$ cat config.mk
export PLATFORM = sky130hd
export DESIGN_NAME = product_bcd_converter_flat
export DESIGN_NICKNAME = d
export VERILOG_FILES = /design/src/rtl/product_bcd_converter_if.sv /design/src/rtl/product_bcd_converter.sv /design/src/flat_wrapper.sv
export SDC_FILE = /design/constraint.sdc
export NUM_CORES = 1
export LEC_CHECK = 0
export CELL_PAD_IN_SITES_DETAIL_PLACEMENT = 1
export CELL_PAD_IN_SITES_GLOBAL_PLACEMENT = 2
export CORE_ASPECT_RATIO = 1.1
export CORE_MARGIN = 2
export CORE_UTILIZATION = 38
export DETAILED_ROUTE_END_ITERATION = 12
export PLACE_DENSITY_LB_ADDON = 0.1
export SYNTH_ARGS = -nofsm -noshare
export SYNTH_HDL_FRONTEND = slang
export SYNTH_SLANG_ARGS = --single-unit
$ cat constraint.sdc
create_clock -name CLOCK_50 -period 3.62 [get_ports CLOCK_50]
set_clock_uncertainty 0.05 [all_clocks]
set_input_delay 0.724 -clock CLOCK_50 [delete_from_list [all_inputs] [get_ports CLOCK_50]]
set_output_delay 0.724 -clock CLOCK_50 [all_outputs]
set_load 0.01 [all_outputs]
$ cat src/rtl/product_bcd_converter_if.sv
// Handshake and data bundle between the multiplier top level and the BCD converter.
//   start : one-cycle conversion request (master -> slave)
//   bin   : unsigned binary value to convert (master -> slave)
//   busy  : conversion in progress (slave -> master)
//   done  : one-cycle pulse, bcd just updated (slave -> master)
//   bcd   : packed BCD result, ones digit in [3:0] (slave -> master)
interface product_bcd_converter_if #(
  parameter int unsigned WIDTH  = 16,
  parameter int unsigned DIGITS = 5
);
  logic                  start;
  logic [WIDTH-1:0]      bin;
  logic                  busy;
  logic                  done;
  logic [4*DIGITS-1:0]   bcd;

  modport master (output start, bin, input busy, done, bcd);
  modport slave  (input start, bin, output busy, done, bcd);
endinterface

$ cat src/rtl/product_bcd_converter.sv
// Iterative double-dabble binary-to-BCD converter for the multiplier display path.
//   CLOCK_50 : system clock, rising edge
//   reset_n  : asynchronous active-low reset
//   bus      : slave side of product_bcd_converter_if (start/bin in, busy/done/bcd out)
// One WIDTH-bit value is converted in WIDTH cycles; the last result is held on bcd.
module product_bcd_converter #(
  parameter int unsigned WIDTH  = 16,
  parameter int unsigned DIGITS = 5
) (
  input  logic                     CLOCK_50,
  input  logic                     reset_n,
  product_bcd_converter_if.slave   bus
);

  localparam int unsigned BCD_W = 4 * DIGITS;
  localparam int unsigned REG_W = BCD_W + WIDTH;
  localparam int unsigned CNT_W = $clog2(WIDTH);

  typedef enum logic {IDLE, CONVERT} state_t;

  state_t             state_q, state_d;
  logic [CNT_W-1:0]   cnt_q, cnt_d;
  logic [REG_W-1:0]   work_q, work_d;
  logic [REG_W-1:0]   adj;
  logic [BCD_W-1:0]   bcd_q, bcd_d;
  logic               busy_q, busy_d;
  logic               done_q, done_d;

  // State and output registers
  always_ff @(posedge CLOCK_50 or negedge reset_n) begin
    if (!reset_n) begin
      state_q <= IDLE;
      cnt_q   <= '0;
      work_q  <= '0;
      bcd_q   <= '0;
      busy_q  <= 1'b0;
      done_q  <= 1'b0;
    end else begin
      state_q <= state_d;
      cnt_q   <= cnt_d;
      work_q  <= work_d;
      bcd_q   <= bcd_d;
      busy_q  <= busy_d;
      done_q  <= done_d;
    end
  end

  // Next-state logic and one add-3/shift iteration per CONVERT cycle
  always_comb begin
    state_d = state_q;
    cnt_d   = cnt_q;
    work_d  = work_q;
    bcd_d   = bcd_q;
    busy_d  = busy_q;
    done_d  = 1'b0;
    adj     = work_q;

    // Each digit is <= 9 before the add, so the +3 never carries out of its nibble
    for (int i = 0; i < int'(DIGITS); i++) begin
      if (work_q[WIDTH + 4*i +: 4] >= 4'd5) begin
        adj[WIDTH + 4*i +: 4] = work_q[WIDTH + 4*i +: 4] + 4'd3;
      end
    end

    case (state_q)
      IDLE: begin
        if (bus.start) begin
          work_d  = {BCD_W'(0), bus.bin};
          cnt_d   = '0;
          busy_d  = 1'b1;
          state_d = CONVERT;
        end
      end
      CONVERT: begin
        work_d = adj << 1;
        cnt_d  = cnt_q + CNT_W'(1);
        if (cnt_q == CNT_W'(WIDTH - 1)) begin
          bcd_d   = work_d[REG_W-1 -: BCD_W];
          done_d  = 1'b1;
          busy_d  = 1'b0;
          state_d = IDLE;
        end
      end
      default: state_d = IDLE;
    endcase
  end

  assign bus.busy = busy_q;
  assign bus.done = done_q;
  assign bus.bcd  = bcd_q;

endmodule
$ cat src/flat_wrapper.sv
// flat-port wrapper written by rule: the top's interface ports become plain ports
module product_bcd_converter_flat 
#(
  parameter int unsigned WIDTH  = 16,
  parameter int unsigned DIGITS = 5
)
  (CLOCK_50, reset_n, bus_start, bus_bin, bus_busy, bus_done, bus_bcd);
  product_bcd_converter_if #(.WIDTH(WIDTH), .DIGITS(DIGITS)) bus_i ();
  input  logic CLOCK_50;
  input  logic reset_n;
  input wire logic [$bits(bus_i.start)-1:0] bus_start;
  input wire logic [$bits(bus_i.bin)-1:0] bus_bin;
  output wire logic [$bits(bus_i.busy)-1:0] bus_busy;
  output wire logic [$bits(bus_i.done)-1:0] bus_done;
  output wire logic [$bits(bus_i.bcd)-1:0] bus_bcd;
  assign bus_i.start = bus_start;
  assign bus_i.bin = bus_bin;
  assign bus_busy = bus_i.busy;
  assign bus_done = bus_i.done;
  assign bus_bcd = bus_i.bcd;
  product_bcd_converter #(.WIDTH(WIDTH), .DIGITS(DIGITS)) u_core (.CLOCK_50(CLOCK_50), .reset_n(reset_n), .bus(bus_i));
endmodule
==> results of run 1 <==
==> flip-flops by register name, summed over array words and instances (netlist names) <==
register	cells
u_core.cnt_q	4
u_core.work_q	36
u_core.bus.busy	1
u_core.state_q	1
u_core.bus.done	1
u_core.bus.bcd	20
==> cell families after synthesis <==
family,Yosys count,synth area share
compound gates,58,0.112
xor+xnor,7,0.0203
fa+ha+maj,11,0.0457
buf+inv,26,0.0419
flops,63,0.523
mux,40,0.139
simple gates,73,0.118
==> routing by layer <==
layer  vias up  routed length, microns  track usage
met4         0                      99       0.0664
met5         -                       0            0
met3         9                     190       0.0357
met2        33                    3020        0.255
li1       1026                       -            -
met1      1051                    2990        0.219
==> cells in the mapped netlist <==
cell and n:
nand2b_1 6, xor2_1 1, nand2_1 44, mux2i_1 31, a21o_2 1, nor3_1 4, buf_4 1, buf_2 8
ha_1 11, clkbuf_1 3, nand4_2 1, buf_6 2, mux2_4 2, inv_2 1, mux2_2 7, inv_1 11
nor2_1 3, nand3_1 2, xnor2_1 6, a21oi_1 10, nor3b_1 13, o21ai_0 33, a21oi_2 4, a22o_1 3
o31ai_1 1, a21o_1 6, dfrtp_1 63
==> worst paths after layout <==
| kind | endpoint | slack, ns | cells after the start | startpoint |
|---|---|---|---|---|
| min in group CLOCK_50 | u_core.bus.bcd[16]$_DFFE_PN0P_ | 0.43 | 2 | u_core.bus.bcd[16]$_DFFE_PN0P_ |
| setup / recovery | bus_bcd[0] | 1.60 | 1 | u_core.bus.bcd[0]$_DFFE_PN0P_ |
| max in group asynchronous | u_core.work_q[28]$_DFFE_PN0P_ | 2.88 | 2 | reset_n |
| setup reg to reg | u_core.bus.bcd[9]$_DFFE_PN0P_ | 1.87 | 5 | u_core.cnt_q[0]$_DFFE_PN0P_ |
| hold / removal | u_core.bus.bcd[18]$_DFFE_PN0P_ | 0.33 | 2 | reset_n |
| hold reg to reg | u_core.bus.bcd[16]$_DFFE_PN0P_ | 0.43 | 2 | u_core.bus.bcd[16]$_DFFE_PN0P_ |
==> stage by stage <==
| step | instance area, sq um | worst slack [ns] | utilization | cells |
|---|---|---|---|---|
| final | 3670 | 1.60 | 0.472 | 431 |
| after global routing | 3670 | 1.52 | 0.472 | 431 |
| after CTS | 3670 | 1.58 | 0.472 | 431 |
| after detailed placement | 3510 | 1.26 | 0.450 | 416 |
| after global placement | 3510 | 1.31 | 0.450 | 416 |
| after floorplan | 3010 | 2.08 | - | 278 |
==> area by class of cell <==
class	instances	area, sq um
clock buffers	14	163
clock inverters	1	5.00
fillers	864	4110
inverters	12	45.0
multi-input cells	189	1310
flip-flops and latches	63	1580
well taps	108	135
repair buffers	44	438
==> power by group through the flow <==
| stage | logic, uW | registers, uW | clock network [uW] |
|---|---|---|---|
| 2_1_floorplan | 930 | 1260 | 0 |
| 3_3_place_gp | 1370 | 1250 | 0 |
| 3_5_place_dp | 1420 | 1260 | 0 |
| 4_1_cts | 1430 | 1260 | 560 |
| 5_1_grt | 1580 | 1300 | 599 |
| 6_report | 1400 | 1250 | 541 |
==> results by group, run 1 <==
Run status
  – Status: finished, final reports clean

Global routing
  – Initial antenna violation count: 0
  – Via count of the first global-routing pass: about 2200
  – First-pass GRT wire length: between 10 and 15 mm
  – Total grt overflow: 0
  – Gr usage total: 0.164
  – Largest net degree at the start of global routing: between 60 and 70

Worst setup path
  – Critical Setup Path Class: reg2out
  – Largest delay share family, worst path: buffers and inverters
  – Startpoint Class: flop
  – Critical path arrival: 1.25 ns
  – Crit Path Max Fanout: 2
  – Worst path bufs/invs: 1
  – Critical-path top delay cell: clkdlybuf4s50_1
  – Crit. End Element: output port
  – Worst Path Required: between 2 and 3 ns
  – Slowest Stage Delay on Critical Path: ~0.55 ns
  – Worst-path cell chain: clkdlybuf4s50_1

Power and ir drop
  – Combinational power share: 0.438
  – Sequential share of power: 0.392
  – P per Cell Area: just under 900 nW/um^2
  – Tot Pwr: between 3000 and 4000 uW
  – Switching share of total power: 0.367
  – Clock network fraction of design power: 0.170
  – Peak supply drop: roughly 0.00023 V
  – P_sw: about 1200 uW
  – Internal power: a little over 2000 uW
  – Leakage: approximately 0.0017 uW

Synthesis
  – Synth area leaders: dfrtp_1, mux2i_1, nand2_1, o21ai_0, ha_1
  – Warnings, synthesis: 0
  – Sequential cell area fraction in the yosys report: 0.523
  – Post-Syn Nets: roughly 310
  – Synth Instances: 278
  – FF+latch count, synth: 63
  – Synthesized area per cell: 10.8 sq um
  – Post-Syn Area: about 3000 sq um
  – Synth area leader: dfrtp_1
  – Synth top area share: 0.523
  – Synth cell types: 27

CTS
  – CTS root buffer: clkbuf_8
  – Postcts setup bufs: 0
  – CTS tree: yes
  – Post_cts resized: 0
  – Clock slew at reported path FFs: ~0.07 ns
  – Clock buffer count from CTS: 9
  – Max Buffers Root-to-Sink: 2
  – Skew-Pair Late Insertion Delay: about 0.34 ns
  – Clock Sinks: 63
  – H-Tree Depth: 3
  – Hold Buf Count CTS: 0

Cells and area
  – Nets: 349
  – Commonest non-fill, non-tap cell in the layout: dfrtp_1
  – Share of post-route cells with drive strength above 1: 0.105
  – Antenna cells: 0
  – Synthesis-to-finish area growth: 21.9%
  – Most frequent cells in the layout: dfrtp_1, nand2_1, clkdlybuf4s50_1

Timing
  – Hold slack final: 0.335 ns
  – Fin Setup TNS: 0 ns
  – Final period utilization: 0.559
  – RSZ-0062 raised after global routing: no
  – Worst Max-Slew Pin Slew: approximately 0.70 ns
  – Max_slew headroom: 0.531
  – Crit path time final: slightly above 2 ns
  – # setup viols final: 0
  – Fmax: 0.495 GHz
  – Hold Vio Cnt, Final: 0
  – Final max-slew violation count: 0

Floorplan
  – Initial core utilization: 0.387
  – Die Y: 97.4 microns
  – Total core area: ~7800 sq um
  – Core Rows: 34
  – IO Pins: 41
  – Die footprint: just under 9000 sq um
  – Die width: a little under 90 microns

Placement
  – GP Congestion: between 0.6 and 0.7
  – Detail Placement HPWL: 4.06 mm
  – Buffers on Ports: 40

Detailed routing
  – Vias: about 2100
  – ANT nets after route: 0
  – Drt wl/cell: 14.6 microns
  – Post-Route WL: 6.30 mm
  – Vias per cell: roughly 4.9
  – Drt initial violations: 68
  – TritonRoute pass-1 iters: 4
  – DRC violations left: 0

Job
  – Max Cap Viol: 0

Worst hold path
  – Hold Path Class: in2async
No activity file was read; power rests on OpenSTA's default activity.
==> run 2, diff against run 1 <==
--- a/config.mk
+++ b/config.mk
@@ -9,7 +9,7 @@
 export CELL_PAD_IN_SITES_GLOBAL_PLACEMENT = 2
 export CORE_ASPECT_RATIO = 1.1
 export CORE_MARGIN = 2
-export CORE_UTILIZATION = 38
+export CORE_UTILIZATION = 35
 export DETAILED_ROUTE_END_ITERATION = 12
 export PLACE_DENSITY_LB_ADDON = 0.1
 export SYNTH_ARGS = -nofsm -noshare
==> constraint.sdc (replaced) <==
create_clock -name CLOCK_50 -period 2 [get_ports CLOCK_50]
set_clock_uncertainty 0.05 [all_clocks]
set_input_delay 0.4 -clock CLOCK_50 [delete_from_list [all_inputs] [get_ports CLOCK_50]]
set_output_delay 0.4 -clock CLOCK_50 [all_outputs]
set_load 0.01 [all_outputs]
==> run 2 against run 1 <==
The run now ends with negative hold slack left; critical path depth rose by 5; global-route usage down 1.8 points; hold slack worse by 0.34 ns; cell area is 1.3% higher; largest cell class unchanged; flip-flop and latch count is the same; register-to-register slack got worse by 1.6 ns; die area rose by 8.2%; combinational power up 80%; utilization decreased by 2.7 points; routed wire length fell by 2.0%.
==> results by group, run 2 (synthesized netlist as in run 1, its figures left out) <==
Timing
  – Fmax: between 0.5 and 0.6 GHz
  – RSZ-0062 raised after global routing: no
  – Crit path time final: approximately 1.7 ns
  – Fin Setup TNS: 0 ns
  – Final period utilization: 0.858
  – Max_slew headroom: 0.715
  – Setup ws final: ~0.28 ns
  – Hold Vio Cnt, Final: 1
  – # setup viols final: 0
  – Hold slack final: -0.00300 ns
  – Final max-slew violation count: 0
  – Worst Max-Slew Pin Slew: roughly 0.43 ns

Power and ir drop
  – Leakage: 0.00176 uW
  – Internal power: 3760 uW
  – P per Cell Area: 1580 nW/um^2
  – P_sw: approximately 2100 uW
  – Clock network fraction of design power: 0.184
  – Sequential share of power: 0.386
  – Switching share of total power: 0.360
  – Peak supply drop: ~0.00046 V
  – Combinational power share: 0.429

Detailed routing
  – Post-Route WL: just over 6 mm
  – Drt wl/cell: ~14 microns
  – TritonRoute pass-1 iters: 4
  – DRC violations left: 0
  – Vias per cell: ~4.8
  – ANT nets after route: 0
  – Drt initial violations: a little under 60
  – Vias: approximately 2100

Global routing
  – Total grt overflow: 0
  – First-pass GRT wire length: approximately 11 mm
  – Met2 Usage GRT: 0.227
  – Gr usage total: 0.146
  – GRT met3 Usage: 0.0402
  – Initial antenna violation count: 0
  – Via count of the first global-routing pass: 2167
  – Met1 Usage GRT: 0.196
  – Busiest grt layer: met2
  – Largest net degree at the start of global routing: 64

Cells and area
  – Antenna cells: 0
  – Share of post-route cells with drive strength above 1: 0.119
  – Commonest non-fill, non-tap cell in the layout: dfrtp_1
  – Max reg flops: 36
  – Fill cell total of the finished layout: a little over 900
  – Register name with the most flops: u_core.work_q
  – Nets: 352
  – Final instance area: between 3000 and 4000 sq um
  – Most frequent cells in the layout: dfrtp_1, nand2_1, clkdlybuf4s50_1
  – Synthesis-to-finish area growth: 23.5%

Worst setup path
  – Slowest Stage Delay on Critical Path: around 0.39 ns
  – Critical path arrival: roughly 1.9 ns
  – Critical Setup Path Class: reg2reg
  – Startpoint Class: flop
  – Worst Path Required: approximately 2.2 ns
  – Crit Path Max Fanout: 3
  – Worst-path cell chain: inv_1 -> ha_1 -> nand2b_1 -> a21oi_1 -> mux2_2 -> o21ai_0
  – Critical-path top delay cell: dfrtp_1
  – Crit. End Element: flop

CTS
  – Clock Sinks: 63
  – CTS tree: yes
  – Postcts setup bufs: 0
  – Clock slew at reported path FFs: roughly 0.070 ns
  – H-Tree Depth: 3
  – Clock buffer count from CTS: 9
  – Hold Buf Count CTS: 0
  – CTS root buffer: clkbuf_8
  – Skew-Pair Late Insertion Delay: roughly 0.33 ns
  – Max Buffers Root-to-Sink: 2
  – Post_cts resized: 0

Placement
  – Buffers on Ports: 40
  – GP Congestion: 0.726
  – Detail Placement HPWL: between 4 and 5 mm
  – Pre-CTS setup slack: between 0.2 and 0.25 ns
  – Placed Area: around 3500 sq um

Floorplan
  – IO Pins: 41
  – Die Y: about 100 microns
  – Die width: a little over 90 microns
  – Core Rows: 35
  – Initial core utilization: 0.360
  – Die footprint: between 9000 and 10000 sq um
  – Total core area: ~8400 sq um

Job
  – Max Cap Viol: 0

Worst hold path
  – Hold Path Class: in2async

Run status
  – Failing checks: negative hold slack
  – Status: complete, but fails checks
[run 2: cell count changes in the layout (fill, tap and decap cells not counted), sizes merged]
cell	change
buf	+3
clkbuf	-2
clkinv	+2
bufinv	+1
[run 2: power by group through the flow]
stage                     logic [uW]  clock network, uW  registers (uW)
after global placement          2510                  0            2270
final                           2520               1080            2270
after floorplan                 1680                  0            2280
after CTS                       2580               1130            2270
after detailed placement        2560                  0            2290
after global routing            2880               1190            2350
[run 2: worst paths after layout]
kind                                                      end  slack, ns  cells after the start                          start
worst max-delay path            u_core.bus.bcd[2]$_DFFE_PN0P_       0.28                      6  u_core.work_q[16]$_DFFE_PN0P_
worst min-delay path            u_core.work_q[34]$_DFFE_PN0P_     -0.003                      2                        reset_n
worst max register to register  u_core.bus.bcd[2]$_DFFE_PN0P_       0.28                      6  u_core.work_q[16]$_DFFE_PN0P_
worst min register to register   u_core.work_q[2]$_DFFE_PN0P_       0.42                      2   u_core.work_q[1]$_DFFE_PN0P_
max in group asynchronous            u_core.state_q$_DFF_PN0_       1.56                      2                        reset_n
min in group CLOCK_50            u_core.work_q[2]$_DFFE_PN0P_       0.42                      2   u_core.work_q[1]$_DFFE_PN0P_
[run 2: critical path: cells and delay by family (launching register included)]
family / cells / cell delay [ns]
AOI/OAI and AO/OA: 2 / 0.39
muxes: 1 / 0.39
and+or+nand+nor: 1 / 0.08
DFF: 1 / 0.39
buffers and inverters: 1 / 0.13
adders and majority gates: 1 / 0.21
[run 2: through the flow]
stage,std cells,util,power [uW]
3_5_place_dp,422,0.422,4850
5_1_grt,438,0.445,6420
4_1_cts,438,0.445,5980
3_3_place_gp,422,0.422,4780
2_1_floorplan,278,-,3960
6_report,438,0.445,5870
[run 2: layout make-up]
class                   instances  area [sq um]  share of cell area
clock buffers                  12           145              0.0390
clock inverters                 4          45.0              0.0121
inverters                      12          45.0              0.0121
multi-input cells             189          1310               0.352
flip-flops and latches         63          1580               0.424
well taps                     111           139              0.0373
repair buffers                 47           460               0.124
[run 2: metal layers]
layer,up-vias,wire length [microns],part of all wire
met3,4,198,0.032
li1,1036,-,-
met1,1031,3110,0.50
met5,-,0,0
met4,0,61,0.0099
met2,30,2800,0.45
==> run 3, diff against run 2 <==
--- a/config.mk
+++ b/config.mk
@@ -5,11 +5,12 @@
 export SDC_FILE = /design/constraint.sdc
 export NUM_CORES = 1
 export LEC_CHECK = 0
+export ABC_AREA = 1
 export CELL_PAD_IN_SITES_DETAIL_PLACEMENT = 1
 export CELL_PAD_IN_SITES_GLOBAL_PLACEMENT = 2
 export CORE_ASPECT_RATIO = 1.1
 export CORE_MARGIN = 2
-export CORE_UTILIZATION = 35
+export CORE_UTILIZATION = 33
 export DETAILED_ROUTE_END_ITERATION = 12
 export PLACE_DENSITY_LB_ADDON = 0.1
 export SYNTH_ARGS = -nofsm -noshare
==> run 3 against run 2 <==
The flow now finishes without violations; flip-flop and latch count is the same; first-iteration DRC count rose by 64%; final cell count is 17% higher.
==> results by group, run 3 <==
Run status
  – Status: finished, final reports clean

Power and ir drop
  – Leakage: 0.00178 uW
  – Clock network fraction of design power: 0.203
  – Sequential share of power: 0.364
  – Combinational power share: 0.433
  – P per Cell Area: 1670 nW/um^2
  – Tot Pwr: around 6200 uW
  – Internal power: 3730 uW
  – Switching share of total power: 0.396
  – Peak supply drop: approximately 0.00048 V
  – P_sw: between 2000 and 2500 uW

Cells and area
  – Final instance area: roughly 3700 sq um
  – Register name with the most flops: u_core.work_q
  – Nets: 422
  – Commonest non-fill, non-tap cell in the layout: nand2_1
  – Most frequent cells in the layout: nand2_1, dfrtp_1, nand3_1
  – Max reg flops: 36
  – Antenna cells: 0
  – Synthesis-to-finish area growth: 24.7%
  – Share of post-route cells with drive strength above 1: 0.0680

Global routing
  – Via count of the first global-routing pass: 2650
  – Gr usage total: 0.162
  – Total grt overflow: 0
  – Largest net degree at the start of global routing: 64
  – Initial antenna violation count: 0
  – First-pass GRT wire length: 12.6 mm

Timing
  – Final period utilization: 0.835
  – Fin Setup TNS: 0 ns
  – RSZ-0062 raised after global routing: no
  – Max_slew headroom: 0.728
  – Hold Vio Cnt, Final: 0
  – Crit path time final: approximately 1.7 ns
  – Worst Max-Slew Pin Slew: ~0.41 ns
  – Fmax: 0.599 GHz
  – # setup viols final: 0
  – Final max-slew violation count: 0

Floorplan
  – Die footprint: 9780 sq um
  – Initial core utilization: 0.337
  – Total core area: 8830 sq um
  – Core Rows: 36
  – Die width: about 94 microns
  – Die Y: around 100 microns
  – IO Pins: a little over 40

Placement
  – Buffers on Ports: 40
  – Placed Area: roughly 3500 sq um
  – Detail Placement HPWL: a little under 5 mm
  – GP Congestion: 0.752

Detailed routing
  – DRC violations left: 0
  – TritonRoute pass-1 iters: 4
  – Vias per cell: 4.88
  – Drt wl/cell: 14.1 microns
  – Vias: roughly 2500
  – ANT nets after route: 0
  – Drt initial violations: 97
  – Post-Route WL: between 7 and 8 mm

Synthesis
  – Largest family of logic cells by synthesized area: simple AND/OR/NAND/NOR gates
  – Synth Instances: 348
  – Compound-gate portion of the synthesized area: 0.0863
  – Async SR Flop Fraction: 1.00
  – Simple-Gate Fraction of Synth Area: 0.264
  – Mux share of post-synthesis cell area: 0
  – Synthesized area per cell: ~8.5 sq um
  – Synth area leaders: dfrtp_1, nand2_1, nand3_1, ha_1, inv_1
  – Post-Syn Area: roughly 3000 sq um
  – Synth Area in Adders: 0.0463
  – Synth top area share: 0.531
  – Warnings, synthesis: 0
  – Synth area leader: dfrtp_1
  – Post-Synth XOR/XNOR Area: 0
  – EDFF count, synth: 0
  – Post-Syn Nets: about 380
  – Synth top cells by count: nand2_1, dfrtp_1, nand3_1
  – Top-count cell post-synth: nand2_1
  – FF+latch count, synth: 63
  – Main synth FF type: dfrtp_1
  – Synth cell types: 22
  – Sequential cell area fraction in the yosys report: 0.531

Worst setup path
  – Worst-path cell chain: clkdlybuf4s50_1
  – Reg2reg end: u_core.work_q[22]$_DFFE_PN0P_
  – Largest delay share family, worst path: buffers and inverters
  – Slowest Stage Delay on Critical Path: roughly 0.53 ns
  – Critical Setup Path Class: reg2out
  – Crit. End Element: output port
  – Startpoint Class: flop
  – Critical path arrival: roughly 1.2 ns
  – Reg2reg start: u_core.work_q[20]$_DFFE_PN0P_
  – Flop2flop setup slack: ~0.5 ns
  – Worst path bufs/invs: 1
  – Reg2Reg Depth: 8
  – Crit Path Max Fanout: 2
  – Worst Path Required: roughly 1.6 ns
  – Critical-path top delay cell: clkdlybuf4s50_1

Worst hold path
  – Hold Path Class: in2async

CTS
  – Clock buffer count from CTS: 9
  – Max Buffers Root-to-Sink: 2
  – H-Tree Depth: 3
  – CTS tree: yes
  – Clock Sinks: between 60 and 70
  – Clock slew at reported path FFs: 0.08 ns
  – Postcts setup bufs: 0
  – Skew-Pair Late Insertion Delay: approximately 0.33 ns
  – CTS root buffer: clkbuf_8
  – Hold Buf Count CTS: 0
  – Post_cts resized: 0

Job
  – Max Cap Viol: 0
run 3: cell types whose count changed in the layout (fill, tap and decap cells not counted), moves of 6 or more:
cell      previous run  this run
a21o_1               6         0
a21oi_1             10         3
inv_1               11        33
mux2_2               7         0
mux2i_1             31         0
nand2_1             44       123
nand2b_1             6         0
nand3_1              2        41
nand4_1              0         9
nor3b_1             13         0
o211ai_1             0         6
o21ai_0             33        18
o221ai_1             0         7
xnor2_1              6         0
run 3: layout make-up:
class | count | area, sq um
clock buffer | 13 | 159
clock inverter | 3 | 65.1
fill | 1078 | 5120
inverter | 38 | 148
multi-input combinational | 236 | 1180
sequential | 63 | 1580
tap | 114 | 143
timing repair buffer | 44 | 438
run 3: how the worst max path moves through the flow:
stage                                           endpoint  cells after the start                            from
after floorplan           u_core.bus.bcd[12]$_DFFE_PN0P_                      8     u_core.cnt_q[0]$_DFFE_PN0P_
after global placement     u_core.work_q[13]$_DFFE_PN0P_                      6                       bus_start
after detailed placement   u_core.work_q[35]$_DFFE_PN0P_                      6                       bus_start
after CTS                                     bus_bcd[7]                      1   u_core.bus.bcd[7]$_DFFE_PN0P_
after global routing                          bus_bcd[9]                      1   u_core.bus.bcd[9]$_DFFE_PN0P_
final                                        bus_bcd[12]                      1  u_core.bus.bcd[12]$_DFFE_PN0P_
run 3: cell families (layout without fill, tap and decap cells):
group                    Yosys count  after routing
AO/OA/AOI/OAI                     41             41
adder cells (fa/ha/maj)           11             11
buffers and inverters             49             98
flip-flops                        63             63
AND/OR/NAND/NOR                  184            184
run 3: through the flow:
stage	cells	worst slack, ns	hold WS (ns)	utilization
2_1_floorplan	348	0.755	0.0544	-
3_3_place_gp	495	0.393	0.401	0.394
3_5_place_dp	495	0.358	0.397	0.394
4_1_cts	511	0.293	0.0351	0.420
5_1_grt	511	0.256	0.0464	0.420
6_report	511	0.330	0.0287	0.420
run 3: worst reg2reg max path: cells and delay by family, from the launching register on:
kind | cells | cell delay, ns
adder cells (fa/ha/maj) | 1 | 0.22
buffers and inverters | 2 | 0.17
AND/OR/NAND/NOR | 5 | 0.51
flip-flops | 1 | 0.44
run 3: metal layers:
metal  vias up  global-route usage  share of wire
li1       1240                   -              -
met1      1210               0.217           0.48
met2        36               0.267           0.48
met3         7              0.0298          0.027
met4         0              0.0497          0.010
met5         -                   0              0
run 3: power by group through the flow:
stage / logic (uW) / clock network [uW] / registers, uW
after detailed placement: 2730 / 0 / 2270
after CTS: 2740 / 1300 / 2250
after global routing: 3120 / 1350 / 2330
final: 2680 / 1260 / 2250
after global placement: 2650 / 0 / 2260
after floorplan: 1720 / 0 / 2270
